### src/rtl/spi_cfg_pkg.sv
// spi_cfg_pkg: shared state type, command-format constants and
// the status-byte builder for the SPI configuration register file.
package spi_cfg_pkg;

  typedef enum logic [1:0] {
    IDLE    = 2'd0,
    WR_DATA = 2'd1,
    RD_DATA = 2'd2
  } state_t;

  localparam int CMD_WR_BIT   = 7;
  localparam int ADDR_W       = 7;
  localparam int STAT_ERR_BIT = 0;

  function automatic logic [7:0] status_byte(input logic err);
    logic [7:0] s;
    s = '0;
    s[STAT_ERR_BIT] = err;
    return s;
  endfunction

endpackage

### src/rtl/spi_cfg_regfile_sync_2ff.sv
// sync_2ff: two-flop synchronizer with configurable reset value.
// Ports: CLK, RESET (async, high), d (async in), q (synced out).
module sync_2ff #(
  parameter logic RST_VAL = 1'b0
) (
  input  logic CLK,
  input  logic RESET,
  input  logic d,
  output logic q
);

  logic s1;

  always_ff @(posedge CLK or posedge RESET) begin
    if (RESET) begin
      s1 <= RST_VAL;
      q  <= RST_VAL;
    end else begin
      s1 <= d;
      q  <= s1;
    end
  end

endmodule

### src/rtl/spi_cfg_regfile.sv
// spi_cfg_regfile: SPI command decoder + 8-bit config register bank.
// In: CLK, RESET, SS, data_valid, received_data.
// Out: data_to_send, cfg_regs, wr_strobe/wr_addr/wr_data,
//      addr_err, frame_active.
// Option: SPI_CFG_AUTOINC_EN enables pointer auto-increment.
module spi_cfg_regfile #(
  parameter int NUM_REGS = 16,
  parameter int ADDR_W   = 7
) (
  input  logic                  CLK,
  input  logic                  RESET,
  input  logic                  SS,
  input  logic                  data_valid,
  input  logic [7:0]            received_data,
  output logic [7:0]            data_to_send,
  output logic [NUM_REGS*8-1:0] cfg_regs,
  output logic                  wr_strobe,
  output logic [ADDR_W-1:0]     wr_addr,
  output logic [7:0]            wr_data,
  output logic                  addr_err,
  output logic                  frame_active
);

  import spi_cfg_pkg::*;

  logic dv_s, dv_d, ss_s, ss_d;
  logic byte_stb, ss_rise, accept;
  logic skip;
  logic [1:0] hold;

  state_t state, state_n;
  logic [ADDR_W-1:0] ptr, ptr_n, ptr_nxt;
  logic [ADDR_W-1:0] cmd_addr, wr_addr_n;
  logic [7:0] dts_n, wr_data_n, rd_cmd, rd_nxt;
  logic err_n, stb_n, we;
  logic cmd_ok, ptr_ok;

  sync_2ff #(.RST_VAL(1'b0)) u_dv_sync (
    .CLK   (CLK),
    .RESET (RESET),
    .d     (data_valid),
    .q     (dv_s)
  );

  sync_2ff #(.RST_VAL(1'b1)) u_ss_sync (
    .CLK   (CLK),
    .RESET (RESET),
    .d     (SS),
    .q     (ss_s)
  );

  assign byte_stb     = dv_s & ~dv_d;
  assign ss_rise      = ss_s & ~ss_d;
  assign frame_active = ~ss_s;

  // A byte completing together with SS release still belongs to
  // the frame. After a mid-frame reset the rest of the frame is
  // skipped until SS is seen high again.
  assign accept = byte_stb & (~ss_s | ss_rise) & ~skip;

  assign cmd_addr = received_data[ADDR_W-1:0];
  assign cmd_ok   = 32'(cmd_addr) < NUM_REGS;
  assign ptr_ok   = 32'(ptr) < NUM_REGS;

`ifdef SPI_CFG_AUTOINC_EN
  assign ptr_nxt = !ptr_ok ? ptr :
                   (ptr == ADDR_W'(NUM_REGS - 1)) ? '0 :
                   ptr + ADDR_W'(1);
`else
  assign ptr_nxt = ptr;
`endif

  // Out-of-range addresses fall through to 0x00.
  always_comb begin
    rd_cmd = '0;
    rd_nxt = '0;
    for (int i = 0; i < NUM_REGS; i++) begin
      if (cmd_addr == ADDR_W'(i)) rd_cmd = cfg_regs[i*8 +: 8];
      if (ptr_nxt == ADDR_W'(i))  rd_nxt = cfg_regs[i*8 +: 8];
    end
  end

  always_comb begin
    state_n   = state;
    ptr_n     = ptr;
    dts_n     = data_to_send;
    err_n     = addr_err;
    stb_n     = 1'b0;
    we        = 1'b0;
    wr_addr_n = wr_addr;
    wr_data_n = wr_data;
    if (accept) begin
      unique case (state)
        IDLE: begin
          ptr_n = cmd_addr;
          err_n = ~cmd_ok;
          if (received_data[CMD_WR_BIT]) begin
            state_n = WR_DATA;
            dts_n   = status_byte(err_n);
          end else begin
            state_n = RD_DATA;
            dts_n   = cmd_ok ? rd_cmd : 8'h00;
          end
        end
        WR_DATA: begin
          if (ptr_ok) begin
            we        = 1'b1;
            stb_n     = 1'b1;
            wr_addr_n = ptr;
            wr_data_n = received_data;
          end
          ptr_n = ptr_nxt;
        end
        RD_DATA: begin
          ptr_n = ptr_nxt;
          dts_n = rd_nxt;
        end
        default: state_n = IDLE;
      endcase
    end
    if (ss_rise) begin
      state_n = IDLE;
      dts_n   = status_byte(err_n);
    end
  end

  always_ff @(posedge CLK or posedge RESET) begin
    if (RESET) begin
      dv_d         <= 1'b0;
      ss_d         <= 1'b1;
      skip         <= 1'b1;
      hold         <= 2'd0;
      state        <= IDLE;
      ptr          <= '0;
      data_to_send <= 8'h00;
      addr_err     <= 1'b0;
      wr_strobe    <= 1'b0;
      wr_addr      <= '0;
      wr_data      <= 8'h00;
      cfg_regs     <= '0;
    end else begin
      dv_d         <= dv_s;
      ss_d         <= ss_s;
      if (hold != 2'd2) hold <= hold + 2'd1;
      // hold==2: synchronizer now reflects the real SS level
      if (ss_rise || (hold == 2'd2 && ss_s)) skip <= 1'b0;
      state        <= state_n;
      ptr          <= ptr_n;
      data_to_send <= dts_n;
      addr_err     <= err_n;
      wr_strobe    <= stb_n;
      wr_addr      <= wr_addr_n;
      wr_data      <= wr_data_n;
      for (int i = 0; i < NUM_REGS; i++) begin
        if (we && ptr == ADDR_W'(i)) begin
          cfg_regs[i*8 +: 8] <= received_data;
        end
      end
    end
  end

endmodule

### config.mk
export PLATFORM = sky130hd
export DESIGN_NAME = spi_cfg_regfile
export DESIGN_NICKNAME = d
export VERILOG_FILES = /design/src/rtl/spi_cfg_pkg.sv /design/src/rtl/spi_cfg_regfile_sync_2ff.sv /design/src/rtl/spi_cfg_regfile.sv
export SDC_FILE = /design/constraint.sdc
export NUM_CORES = 1
export LEC_CHECK = 0
export ABC_AREA = 1
export CAP_MARGIN = 15
export CORE_UTILIZATION = 30
export DETAILED_ROUTE_END_ITERATION = 12
export GPL_TIMING_DRIVEN = 0
export SLEW_MARGIN = 20
export SYNTH_ARGS = -nofsm -noshare
export SYNTH_HDL_FRONTEND = slang
export SYNTH_SLANG_ARGS = --single-unit
### constraint.sdc
create_clock -name CLK -period 10.6 [get_ports CLK]
set_input_delay 1.06 -clock CLK [delete_from_list [all_inputs] [get_ports CLK]]
set_output_delay 1.06 -clock CLK [all_outputs]
set_load 0.01 [all_outputs]
==> qor.yml <==
status: "completed"
min_path_type: "reg -> reg"
synth_commonest_cells: "nand2_1, dfrtp_1, o21ai_0"
dp_hpwl_um: 24900
core_mm2: 0.0287
worst_path_max_delay_cell: "clkbuf_1"
io_pins: 166
dieArea_mm2: 0.0299
htreeDepth: 4
synth_top_family_by_area: "simple AND/OR/NAND/NOR gates"
synth-compound-area-share_pct: 11.8
synthCells: 1174
layout_min_cycle_time_ns: 3.63
synth_most_common_cell: "nand2_1"
power_density_mw_per_mm2: 152
finalNetCount: 1375
cellLeakagePower_nw: 5.65
yosys.area_share.simple_pct: 31.8
drive_gt1_share_pct: 7.65
fin_skew_ns: 0.0139
grt_max_degree: 94
grt.total_usage_pct: 22.6
synth_xor_area_share_pct: 0.100
final_max_slew_viol_count: 0
startpoint: "received_data[4]"
drt_wl_total_um: 33100
via_per_inst: 4.97
fp.dieH_um: 173
hold_viol: 0
gp_congestion: 0.906
max_freq_ghz: 0.276
synth_nets: 1190
ys_seq_area_share_pct: 48.9
cp_slowest_stage_delay_ns: 0.59
synth_edf_count: 0
worstHoldStart: "u_ss_sync.s1$_DFF_PP1_"
nFillCells: 3026
crit_required_ns: 10.98
detail_route.wl_per_cell_um: 18.8
die_x_um: 173
grt_pass1_wl_um: 51100
clkSinkCount: 171
netlist_area_mm2: 0.00876
synth_fa_ha_area_share_pct: 0.572
path_class: "in -> reg"
cts-buffers-inserted: 17
netlist_top_cells_area: "dfrtp_1, nand2_1, o21ai_0, inv_1, nor2_1"
cts_buffer_depth: 2
grt_pass1_vias: 8277
critPathBufInv: 3
setup_violations: 0
rows: 62
final_antenna_net_count: 0
hold_buffers: 0
area_delta_synth_final_pct: 31.9
dpl_cell_area_mm2: 0.0109
cts_resized: 0
postSynthAreaPerCell_um2: 7.46
crit_path_max_fanout: 10
grt_overflow: 0
cts-root-buf: "clkbuf_16"
crit_arrival_ns: 4.01
ir_drop_uv: 104
crit_chain: "clkdlybuf4s50_1 -> inv_1 -> clkbuf_1 -> nand4_1 -> o211ai_1 -> nor2_1 -> nand4_1 -> nand2_1 -> nand4_1 -> nor2_1 -> nand4_1 -> nand2_1 -> nand2_1 -> nand2_1 -> nand2_1"
start_util_pct: 30.5
rsz0062_at_grt: "no"
drc: 0
synth.ff_latch_count: 171
clk_pin_slew_ns: 0.07
yosysTopAreaCell: "dfrtp_1"
drt-pass1-iter-count: 5
antenna_found_initial: 1
drv_cap: 0
yosysTopAreaCellShare_pct: 47.7
final_area_mm2: 0.0115
worst_pin_slew_ns: 0.917
r2r_start: "ptr[0]$_DFFE_PP0P_"
drtIter0Drc: 837
synthFlopType: "dfrtp_1"
timing.final.crit_share_pct: 34.2
clk_latency_ns: 0.45
portBuffers: 165
synth.distinct_cells: 35
postCtsSetupRepairBufs: 0
crit_path_frequent_cell: "nand2_1"
tritoncts: "built"
vias: 8730
synthMuxAreaShare_pct: 0
async_flop_share_pct: 100
tns_ns: 0
yosys_warnings: 0
relSlewSlack_pct: 38.9
crit_path_end_kind: "flip-flop"
start_kind: "input pin"
critical_path.top_delay_family: "simple AND/OR/NAND/NOR gates"
-- power breakdown --
| part | total, mW | internal, mW | switching [mW] |
|---|---|---|---|
| combinational | 0.359 | 0.125 | 0.235 |
| clock | 0.674 | 0.362 | 0.312 |
| sequential | 0.727 | 0.691 | 0.0365 |
-- metal layers --
layer	global-route usage (%)	wire, um
met3	3.34	1810
met1	32.7	15500
met2	34.1	14900
met5	0	0
met4	8.22	875
-- sequential cells by signal (all words and copies together), names as in the netlist, 2 cells and up --
signal        count
data_to_send      8
wr_data           8
wr_addr           7
hold              2
state             2
cfg_regs        128
ptr               7
-- worst reg2reg max path: cells and delay by family, from the launching register on --
| kind | cells | cell delay, ns |
|---|---|---|
| and+or+nand+nor | 14 | 1.74 |
| buffers and inverters | 2 | 0.29 |
| DFF | 1 | 0.46 |
-- per-stage QoR --
step	util (%)	worst slack [ns]	hold WS [ns]	power, mW	cells
4_1_cts	40.2	7.13	0.363	1.77	1756
3_5_place_dp	38.1	6.67	0.343	1.10	1724
5_1_grt	40.2	6.82	0.366	1.84	1757
2_1_floorplan	-	4.91	0.331	0.923	1174
3_3_place_gp	37.9	2.67	0.338	1.09	1723
6_report	40.2	6.97	0.360	1.76	1757
-- layout make-up --
class	instances	area, um^2	share of cell area (%)
sequential	171	4280	37.1
multi-input combinational	850	3880	33.6
timing repair buffer	166	1680	14.5
tap	384	480	4.16
inverter	118	450	3.90
clock buffer	17	425	3.68
clock inverter	15	196	1.70
buffer	35	150	1.30
antenna	1	2.50	0.0217
-- placed cells by master, fill, tap and decap left out, types with 9 or more instances in the layout --
master / count
nand3_1: 35
inv_2: 19
nor2_2: 13
clkbuf_1: 26
nor2_4: 9
nand4_1: 42
nor2_1: 91
o21ai_0: 150
a21oi_1: 39
nand2_1: 421
inv_1: 98
dfrtp_1: 167
clkbuf_16: 17
clkdlybuf4s50_1: 165
-- final timing paths --
kind                                          endpoint  depth (start not counted)  slack, ns
max                        data_to_send[4]$_DFFE_PP0P_                         15       6.97
min                              u_ss_sync.q$_DFF_PP1_                          0       0.36
max reg2reg                data_to_send[6]$_DFFE_PP0P_                         16       7.99
min reg2reg                      u_ss_sync.q$_DFF_PP1_                          0       0.36
max in group asynchronous     cfg_regs[43]$_DFFE_PP0P_                          3       8.67
min in group asynchronous    cfg_regs[107]$_DFFE_PP0P_                          2       1.07
-- cells by family (layout without fill, tap and decap cells) --
family	Yosys count	after routing
XOR/XNOR	1	1
AO/OA/AOI/OAI	202	202
other	0	1
AND/OR/NAND/NOR	643	643
adder cells (fa/ha/maj)	4	4
flip-flops	171	171
buffers and inverters	153	351
No activity file was read; power rests on OpenSTA's default activity.
